--- config.mk ---
export PLATFORM = sky130hd
export DESIGN_NAME = shift_reg_seq_ctrl
export DESIGN_NICKNAME = d
export VERILOG_FILES = /design/src/rtl/shift_seq_pkg.sv /design/src/rtl/shift_seq_bitcnt.sv /design/src/rtl/shift_reg_seq_ctrl.sv
export SDC_FILE = /design/constraint.sdc
export NUM_CORES = 1
export LEC_CHECK = 0
export ABC_AREA = 1
export ABC_CLOCK_PERIOD_IN_PS = 1780
export CAP_MARGIN = 20
export CORE_MARGIN = 10
export CORE_UTILIZATION = 42
export CTS_BUF_LIST = sky130_fd_sc_hd__clkbuf_16
export DETAILED_ROUTE_END_ITERATION = 12
export GPL_TIMING_DRIVEN = 0
export HOLD_SLACK_MARGIN = 0.05
export PLACE_DENSITY = 0.88
export SKIP_LAST_GASP = 1
export SYNTH_ARGS = -nofsm -noshare
export SYNTH_HDL_FRONTEND = slang
export SYNTH_SLANG_ARGS = --single-unit
--- constraint.sdc ---
create_clock -name clk -period 1.78 [get_ports clk]
set_input_delay 0.178 -clock clk [delete_from_list [all_inputs] [get_ports clk]]
set_output_delay 0.178 -clock clk [all_outputs]
set_load 0.05 [all_outputs]
--- src/rtl/shift_seq_pkg.sv ---
// Shared types and control-pin encodings for the shift register sequencer.
package shift_seq_pkg;

    typedef enum logic [2:0] {
        ST_IDLE,
        ST_LOAD,
        ST_SHIFT,
        ST_PAR,
        ST_DONE
    } state_t;

    // Mode encodings for the universal shift register's s[1:0] pins.
    localparam logic [1:0] S_HOLD  = 2'b00;
    localparam logic [1:0] S_LEFT  = 2'b01;
    localparam logic [1:0] S_RIGHT = 2'b10;

endpackage

--- src/rtl/shift_seq_bitcnt.sv ---
// Shift counter for the sequencer.
// Synchronous clear overrides enable; tc flags the last of WIDTH shifts.
module shift_seq_bitcnt #(
    parameter int WIDTH = 4,
    parameter int CNT_W = 3
) (
    input  logic clk,
    input  logic reset_n,
    input  logic clr,
    input  logic en,
    output logic tc
);

    logic [CNT_W-1:0] cnt;

    // NOTE: sequential state uses non-blocking assignments so every flop samples pre-edge values.
    always_ff @(posedge clk or negedge reset_n) begin
        if (!reset_n) begin
            cnt <= '0;
        end else if (clr) begin
            cnt <= '0;
        end else if (en) begin
            cnt <= cnt + CNT_W'(1);
        end
    end

    assign tc = (cnt == CNT_W'(WIDTH - 1));

endmodule

--- src/rtl/shift_reg_seq_ctrl.sv ---
// Job sequencer driving an external universal shift register (TX load/shift-out, RX shift-in).
// Define SHIFT_SEQ_PARITY_EN to add a trailing even-parity bit cycle and the par_err port.
module shift_reg_seq_ctrl
    import shift_seq_pkg::*;
#(
    parameter int WIDTH = 4,
    parameter int CNT_W = 3
) (
    input  logic             clk,
    input  logic             reset_n,
    input  logic             job_valid,
    output logic             job_ready,
    input  logic             job_rx,
    input  logic             job_left,
    input  logic [WIDTH-1:0] job_data,
    input  logic             abort,
    input  logic             ser_in,
    output logic             ser_out,
    output logic             ser_valid,
    output logic             done_valid,
    input  logic             done_ready,
    output logic [WIDTH-1:0] done_data,
`ifdef SHIFT_SEQ_PARITY_EN
    output logic             par_err,
`endif
    output logic             reg_ld,
    output logic [1:0]       reg_s,
    output logic [WIDTH-1:0] reg_din,
    output logic             reg_sin,
    input  logic [WIDTH-1:0] reg_q
);

    state_t state, state_nxt;
    logic   job_rx_q, job_left_q;
    logic   accept, cnt_clr, cnt_en, cnt_tc;
`ifdef SHIFT_SEQ_PARITY_EN
    logic   par_bit_q, par_err_q, par_sample;
`endif

    shift_seq_bitcnt #(
        .WIDTH (WIDTH),
        .CNT_W (CNT_W)
    ) u_bitcnt (
        .clk     (clk),
        .reset_n (reset_n),
        .clr     (cnt_clr),
        .en      (cnt_en),
        .tc      (cnt_tc)
    );

    // NOTE: every output gets a default first so no path through the case infers a latch.
    always_comb begin
        state_nxt  = state;
        job_ready  = 1'b0;
        accept     = 1'b0;
        reg_ld     = 1'b0;
        reg_s      = S_HOLD;
        reg_din    = reg_q;
        reg_sin    = 1'b0;
        ser_out    = 1'b0;
        ser_valid  = 1'b0;
        done_valid = 1'b0;
        done_data  = '0;
        cnt_clr    = 1'b0;
        cnt_en     = 1'b0;
`ifdef SHIFT_SEQ_PARITY_EN
        par_sample = 1'b0;
`endif
        unique case (state)
            ST_IDLE: begin
                // Gated by reset_n so nothing is accepted or loaded while reset is held.
                job_ready = reset_n;
                if (job_valid && reset_n) begin
                    accept = 1'b1;
                    if (job_rx) begin
                        state_nxt = ST_SHIFT;
                        cnt_clr   = 1'b1;
                    end else begin
                        state_nxt = ST_LOAD;
                        reg_ld    = 1'b1;
                        reg_din   = job_data;
                    end
                end
            end
            ST_LOAD: begin
                if (abort) begin
                    state_nxt = ST_IDLE;
                end else begin
                    state_nxt = ST_SHIFT;
                    cnt_clr   = 1'b1;
                end
            end
            ST_SHIFT: begin
                if (abort) begin
                    state_nxt = ST_IDLE;
                end else begin
                    reg_s     = job_left_q ? S_LEFT : S_RIGHT;
                    reg_sin   = job_rx_q & ser_in;
                    ser_out   = job_left_q ? reg_q[WIDTH-1] : reg_q[0];
                    ser_valid = 1'b1;
                    cnt_en    = 1'b1;
                    if (cnt_tc) begin
`ifdef SHIFT_SEQ_PARITY_EN
                        state_nxt = ST_PAR;
`else
                        state_nxt = ST_DONE;
`endif
                    end
                end
            end
`ifdef SHIFT_SEQ_PARITY_EN
            ST_PAR: begin
                if (abort) begin
                    state_nxt = ST_IDLE;
                end else begin
                    ser_valid  = 1'b1;
                    ser_out    = ~job_rx_q & par_bit_q;
                    par_sample = job_rx_q;
                    state_nxt  = ST_DONE;
                end
            end
`endif
            ST_DONE: begin
                // abort suppresses the handshake so a concurrent done_ready never completes it.
                if (abort) begin
                    state_nxt = ST_IDLE;
                end else begin
                    done_valid = 1'b1;
                    done_data  = reg_q;
                    if (done_ready) begin
                        state_nxt = ST_IDLE;
                    end
                end
            end
            default: state_nxt = ST_IDLE;
        endcase
    end

    always_ff @(posedge clk or negedge reset_n) begin
        if (!reset_n) begin
            state      <= ST_IDLE;
            job_rx_q   <= 1'b0;
            job_left_q <= 1'b0;
        end else begin
            state <= state_nxt;
            if (accept) begin
                job_rx_q   <= job_rx;
                job_left_q <= job_left;
            end
        end
    end

`ifdef SHIFT_SEQ_PARITY_EN
    // TX parity is taken from the payload at accept; the register is empty by PAR time.
    always_ff @(posedge clk or negedge reset_n) begin
        if (!reset_n) begin
            par_bit_q <= 1'b0;
            par_err_q <= 1'b0;
        end else if (accept) begin
            par_bit_q <= ^job_data;
            par_err_q <= 1'b0;
        end else if (par_sample) begin
            par_err_q <= ser_in ^ (^reg_q);
        end
    end

    assign par_err = done_valid & par_err_q;
`endif

endmodule

==> impl_metrics.csv, run 1 <==
group,metric,value,unit
outcome,outcome,"finished clean",
global_routing,global_route.usage.total,0.123,
final_layout,number_of_antenna_repair_diodes,0,
placed_design,gp_congestion,0.741,
worst_setup_path,cp.arrival,1.52,ns
worst_setup_path,critical-path-max-stage-delay,0.45,ns
drt,routed_wl,2.03,mm
flow_run,max-cap-violations,0,
synthesis,sequential_cell_area_fraction_in_the_yosys_report,0.309,
placed_design,dp_hpwl,1.56,mm
final_layout,fillers,119,
floorplanning,core_area,1490,sq um
placed_design,post-place-cells,144,
worst_setup_path,setup.worst_path.end_class,"output pin",
floorplanning,die_w,59.2,um
clocking,cts.htree.levels,1,
power,worst_ir_drop_vdd,0.844,mV
floorplanning,site_rows,14,
power,power.leakage,0.593,nW
floorplanning,initial_core_util,0.434,
worst_setup_path,r2r_start,"u_bitcnt.cnt[0]$_DFFE_PN0P_",
worst_hold_path,min-delay-start,"reset_n",
final_layout,multi_input_area,387,sq um
timing,finalMaxSlewViolations,0,
power,design_power_total,0.00105,W
global_routing,grt_pass1_vias,760,
worst_hold_path,worst_hold_path.num_cells,3,
timing,finalClockSkew,0.00307,ns
synthesis,synthesis.area_per_instance,6.67,sq um
final_layout,drive_gt1_frac,0.263,
global_routing,grt_pass1_wl,3.35,mm
synthesis,synth_cell_type_count,13,
worst_setup_path,crit_path_category,"flop to output pin",
synthesis,netlist_top_cells_area,"dfrtp_1 (31%), nand2_1 (15%), nand3_1 (11%), inv_1 (10%), nor2_4 (7.0%)",
worst_setup_path,timing.critical_path.from_type,"flop",
clocking,cts_tree,"built",
final_layout,syn_to_final_growth,60.5,%
synthesis,yosys.area.top_type_share,0.309,
synthesis,synth_warnings,0,
worst_setup_path,ff2ff_setup_slack,0.56,ns
worst_setup_path,logic_depth_of_the_worst_register_to_register_path,7,
synthesis,postSynthNetCount,115,
timing,final.min_clock_period,1.70,ns
worst_hold_path,worst_hold_path.endpoint,"job_rx_q$_DFFE_PN0P_",
timing,fin_hold_ws,0.435,ns
timing,final.setup.tns,0,ns
final_layout,seqCellArea,200,sq um
clocking,cts_sinks,8,
timing,max_slew_margin,0.736,
global_routing,grt_max_degree,9,
placed_design,portBuffers,31,
drt,route.antenna.remaining_nets,0,
timing,setup_violations,0,
synthesis,synth_seq_cells,8,
synthesis,yosys.area.top_type,"dfrtp_1",
global_routing,globalRoute.totalOverflow,0,
clocking,cts-buffers-inserted,3,
synthesis,synthesis.area,647,sq um
worst_setup_path,timing.critical_path.mode_cell,"nor2_4",
worst_setup_path,crit_path_top_delay_cell,"dfrtp_1",
final_layout,final_design_area_no_fill,1040,sq um
clocking,clockBufferDepth,2,
drt,post-route-drc-count,0,
synthesis,postSynthCellCount,97,
global_routing,antenna_found_initial,0,
final_layout,final_net_count,153,
worst_setup_path,timing.critical_path.required,1.60,ns
drt,dr.first_iter.drc_count,23,
timing,finalCritPeriodShare,0.952,
placed_design,dpl_cell_area,987,sq um
drt,viasPerCell,5.05,
worst_hold_path,hp-class,"primary input to flop",
floorplanning,die_h,59.2,um
final_layout,final_non_filler_cells,149,
timing,worst_pin_slew,0.395,ns
floorplanning,floorplan_die_area,3510,sq um
worst_setup_path,critical_path.reg2reg.endpoint,"u_bitcnt.cnt[2]$_DFFE_PN0P_",
clocking,worst_skew_pair.late_latency,0.23,ns
drt,route.vias.total,752,
power,power_per_cell_area,1010,nW/um^2
timing,max_freq,590,MHz
clocking,clkTransAtPathRegs,0.04,ns
drt,number_of_optimization_iterations_in_the_first_detailed_route_pass,4,
drt,detail_route.wl_per_cell,13.6,um
timing,report.final.hold_viol_count,0,
clocking,cts_root_buf,"clkbuf_16",
worst_setup_path,timing.critical_path.cells,"nor2_4 -> nand2_4 -> nor2_4 -> nand3_1 -> nand2_1 -> buf_2",
worst_setup_path,cp_max_fo,7,
floorplanning,io-pin-count,32,
## power by group
| group | total (W) | switching [W] | leakage, nW | internal [W] |
|---|---|---|---|---|
| clock | 0.000381 | 0.0000907 | 0.0370 | 0.000290 |
| sequential | 0.000268 | 0.0000378 | 0.105 | 0.000230 |
| combinational | 0.000399 | 0.000257 | 0.451 | 0.000142 |
| total | 0.00105 | 0.000385 | 0.593 | 0.000661 |
## critical path, delay by kind of cell, from the launching register on
family,cells,cell delay [ns]
simple gates,5,0.56
flops,1,0.45
buf+inv,1,0.26
## cell type report
class,count,area share
inverters,20,0.0723
repair buffers,33,0.271
clock buffers,3,0.0723
flip-flops and latches,8,0.193
well taps,16,0.0193
multi-input cells,69,0.372
## layer usage
layer / vias to the layer above / global-route usage / wire length [um]
met1: 351 / 0.125 / 795
li1: 368 / - / -
met4: 0 / 0.0754 / 68
met3: 9 / 0.0386 / 103
met5: - / 0 / 0
met2: 24 / 0.214 / 1060
## cells in the mapped netlist (all sizes together)
master,n
a21oi,1
dfrtp,8
ha,2
inv,20
nand2,28
nand3,14
nor2,20
o21ai,4
## metrics by stage
step                setup WS (ns)   util
floorplan                   0.160      -
global placement           -0.785  0.663
detailed placement         -0.851  0.663
CTS                       0.00700  0.696
global route             -0.00385  0.697
finish                     0.0847  0.697
## registers in the layout (all words and copies together), names as in the netlist
name,cells
u_bitcnt.cnt,3
job_rx_q,1
state,3
job_left_q,1
## how the worst max path moves through the flow
stage,from,end,slack [ns],depth (start not counted)
floorplan,state[0]$_DFFE_PN0P_,done_data[0],0.16,3
global placement,reset_n,reg_ld,-0.79,6
detailed placement,reset_n,reg_ld,-0.85,6
CTS,state[0]$_DFFE_PN0P_,reg_ld,0.007,4
global route,state[0]$_DFFE_PN0P_,reg_din[3],-0.004,6
finish,state[0]$_DFFE_PN0P_,reg_din[1],0.08,6
## logic make-up (layout without fill, tap and decap cells)
family          Yosys count  count (layout)  synth area share
compound gates            5               5            0.0387
fa+ha+maj                 2               2            0.0387
buf+inv                  20              56             0.116
flops                     8               8             0.309
simple gates             62              62             0.497
## layout by cell type, fill, tap and decap left out, types with 2 or more instances in the layout
master / n
buf_2: 8
nand2_1: 26
clkbuf_4: 3
dfrtp_1: 8
o21ai_1: 4
inv_1: 18
nor2_2: 2
nor2_1: 11
clkdlybuf4s50_1: 14
nor2_4: 6
ha_1: 2
nand2_4: 2
clkdlybuf4s15_2: 5
clkbuf_16: 3
inv_2: 2
nand3_1: 13
## timing repair
item,in CTS,in global routing
setup buffers,0,1
hold buffers,1,0
gates resized for setup,68,9
hold endpoints to repair,8,0
pin swaps,0,1
endpoints found under the setup margin,16,11
Note: power is estimated with default switching activity, not from simulation.
==> run 2, diff against run 1 <==
--- a/config.mk
+++ b/config.mk
@@ -6,16 +6,17 @@
 export NUM_CORES = 1
 export LEC_CHECK = 0
 export ABC_AREA = 1
-export ABC_CLOCK_PERIOD_IN_PS = 1780
+export ABC_CLOCK_PERIOD_IN_PS = 1600
 export CAP_MARGIN = 20
 export CORE_MARGIN = 10
-export CORE_UTILIZATION = 42
+export CORE_UTILIZATION = 39
 export CTS_BUF_LIST = sky130_fd_sc_hd__clkbuf_16
 export DETAILED_ROUTE_END_ITERATION = 12
 export GPL_TIMING_DRIVEN = 0
 export HOLD_SLACK_MARGIN = 0.05
-export PLACE_DENSITY = 0.88
+export PLACE_DENSITY = 0.83
 export SKIP_LAST_GASP = 1
+export SLEW_MARGIN = 20
 export SYNTH_ARGS = -nofsm -noshare
 export SYNTH_HDL_FRONTEND = slang
 export SYNTH_SLANG_ARGS = --single-unit
==> constraint.sdc (replaced) <==
create_clock -name clk -period 1.6 [get_ports clk]
set_input_delay 0.16 -clock clk [delete_from_list [all_inputs] [get_ports clk]]
set_output_delay 0.16 -clock clk [all_outputs]
set_load 0.05 [all_outputs]
==> run 2 against run 1 <==
Compared with the run above: the run now ends with negative setup slack left; largest power group unchanged; utilization is 7.9 points higher; sequential power is 14% higher; hold slack worse by 0.041 ns; first-iteration DRC count is 22% lower; setup slack worse by 0.12 ns; count of clock-buffer cells in the layout stayed put; final area is 15% higher; critical path type unchanged; clock skew is 0.0035 ns higher; routed wire length is 16% higher.
==> impl_metrics.csv, run 2 (synthesis results as in run 1) <==
group,metric,value,unit
worst_setup_path,cp_max_fo,5,
global_routing,grt_pass1_vias,726,
power,seq_power_share,0.238,
power,power.combinational.fraction,0.425,
final_layout,number_of_antenna_repair_diodes,0,
worst_setup_path,timing.critical_path.required,1.44,ns
final_layout,fillers,98,
flow_run,max-cap-violations,0,
placed_design,gp_congestion,0.737,
timing,grt_setup_unrepaired,"true",
power,switching_share,0.375,
final_layout,drive_gt1_frac,0.374,
global_routing,grt_max_degree,9,
placed_design,dp_hpwl,1.51,mm
clocking,cts-buffers-inserted,3,
global_routing,globalRoute.totalOverflow,0,
drt,routed_wl,2.36,mm
final_layout,seqCellArea,204,sq um
timing,max_freq,612,MHz
final_layout,final_net_count,159,
drt,route.vias.total,765,
power,cellInternalPower,0.000800,W
floorplanning,core_area,1540,sq um
placed_design,portBuffers,31,
clocking,clkTransAtPathRegs,0.04,ns
floorplanning,floorplan_die_area,3690,sq um
outcome,outcome,"complete, but fails checks",
timing,finalCritPeriodShare,1.02,
timing,report.final.hold_viol_count,0,
clocking,worst_skew_pair.late_latency,0.24,ns
final_layout,syn_to_final_growth,85.1,%
power,power.leakage,0.652,nW
clocking,cts_tree,"built",
drt,number_of_optimization_iterations_in_the_first_detailed_route_pass,4,
power,switchingPower,0.000480,W
timing,final.min_clock_period,1.63,ns
drt,viasPerCell,4.94,
worst_setup_path,cp.arrival,1.47,ns
floorplanning,initial_core_util,0.420,
worst_setup_path,timing.critical_path.from_type,"flop",
worst_hold_path,hp-class,"primary input to flop",
clocking,clockBufferDepth,2,
timing,timing.final.ws_setup,-0.0348,ns
final_layout,final_cell_mix,"nand2_1 (26), inv_1 (17), clkdlybuf4s50_1 (13), nand3_1 (11), nor2_4 (9)",
drt,route.antenna.remaining_nets,0,
timing,final.setup.tns,-0.168,ns
global_routing,global_route.usage.total,0.116,
final_layout,final_non_filler_cells,155,
clocking,cts_sinks,8,
timing,finalMaxSlewViolations,0,
floorplanning,die_h,60.7,um
worst_setup_path,crit_path_category,"flop to output pin",
drt,detail_route.wl_per_cell,15.2,um
placed_design,dp_worst_setup_slack,-0.960,ns
clocking,cts.htree.levels,1,
timing,finalClockSkew,0.00660,ns
final_layout,final_common_cell,"nand2_1",
clocking,cts_root_buf,"clkbuf_16",
worst_setup_path,setup.worst_path.end_class,"output pin",
floorplanning,site_rows,14,
drt,post-route-drc-count,0,
floorplanning,io-pin-count,32,
timing,max_slew_margin,0.731,
outcome,violations,"negative setup slack",
final_layout,largest_registers,"state (3), u_bitcnt.cnt (3)",
power,power_per_cell_area,1070,nW/um^2
global_routing,antenna_found_initial,0,
global_routing,grt_pass1_wl,3.22,mm
final_layout,multi_input_area,432,sq um
timing,setup_violations,8,
floorplanning,die_w,60.7,um
power,worst_ir_drop_vdd,1.11,mV
timing,worst_pin_slew,0.402,ns
drt,dr.first_iter.drc_count,18,
placed_design,post-place-cells,144,
power,clock_group_share_of_total_power,0.337,
==> run 2: cell count changes in the layout (fill, tap and decap cells not counted), moves of 2 or more <==
cell / change
buf_2: -4
buf_4: +6
buf_6: +8
buf_8: +3
clkbuf_4: -3
clkdlybuf4s15_2: -4
dfrtp_1: -3
dfrtp_2: +3
nand3_1: -2
nor2_1: -5
nor2_2: +2
nor2_4: +3
==> run 2: final timing paths <==
path	startpoint	end	slack (ns)	cells past startpoint
min	abort	state[2]$_DFFE_PN0P_	0.39	4
max reg2reg	state[0]$_DFFE_PN0P_	u_bitcnt.cnt[1]$_DFFE_PN0P_	0.20	8
max	state[0]$_DFFE_PN0P_	done_data[2]	-0.03	5
min in group asynchronous	reset_n	state[1]$_DFFE_PN0P_	0.53	2
min reg2reg	job_rx_q$_DFFE_PN0P_	job_rx_q$_DFFE_PN0P_	0.51	2
max in group asynchronous	reset_n	state[2]$_DFFE_PN0P_	0.76	2
==> run 2: cell type report <==
class / instances / share of cell area
Inverter: 20 / 0.0627
Sequential cell: 8 / 0.170
Tap cell: 16 / 0.0167
Clock buffer: 3 / 0.0627
Multi-Input combinational cell: 69 / 0.361
Timing Repair Buffer: 39 / 0.327
==> run 2: metal layers <==
layer,part of all wire,global-route usage,vias to the layer above,wire (um)
li1,-,-,380,-
met1,0.41,0.119,364,960
met2,0.54,0.207,15,1280
met3,0.023,0.0230,6,54
met4,0.025,0.0784,0,59
met5,0,0,-,0
==> run 2: critical path: stages, from the launching register on <==
cell     delay [ns]
dfrtp_2        0.44
nor2_4         0.20
buf_4          0.16
nand3_4        0.13
nor2_2         0.13
buf_6          0.17
==> run 2: stage by stage <==
step           total power (W)  instance area [sq um]  hold WS [ns]  utilization
3_3_place_gp          0.000729                    987         0.489        0.640
4_1_cts                0.00117                   1030         0.398        0.669
2_1_floorplan         0.000601                    657        -0.136            -
3_5_place_dp          0.000745                    987         0.503        0.640
5_1_grt                0.00134                   1200         0.433        0.777
6_report               0.00128                   1200         0.394        0.777
==> run 2: repair_timing <==
item / in CTS / in global routing
gates resized for setup: 94 / 35
gates cloned: 0 / 0
pin swaps: 1 / 5
endpoints found under the hold margin: 8 / 0
setup buffers: 0 / 7
setup endpoints to repair: 16 / 15
hold buffers: 1 / 0
==> run 2: power groups by stage <==
stage / Sequential, W / Combinational, W / Clock, W
after floorplan: 0.000293 / 0.000307 / 0
after global placement: 0.000298 / 0.000431 / 0
after detailed placement: 0.000300 / 0.000445 / 0
after CTS: 0.000299 / 0.000438 / 0.000428
after global routing: 0.000312 / 0.000590 / 0.000443
final: 0.000305 / 0.000544 / 0.000431
==> run 3, diff against run 2 <==
--- a/config.mk
+++ b/config.mk
@@ -13,7 +13,6 @@
 export CTS_BUF_LIST = sky130_fd_sc_hd__clkbuf_16
 export DETAILED_ROUTE_END_ITERATION = 12
 export GPL_TIMING_DRIVEN = 0
-export HOLD_SLACK_MARGIN = 0.05
 export PLACE_DENSITY = 0.83
 export SKIP_LAST_GASP = 1
 export SLEW_MARGIN = 20
==> results of run 3 <==
Same layout as run 2: the final DEF is identical, and so are final timing and power.
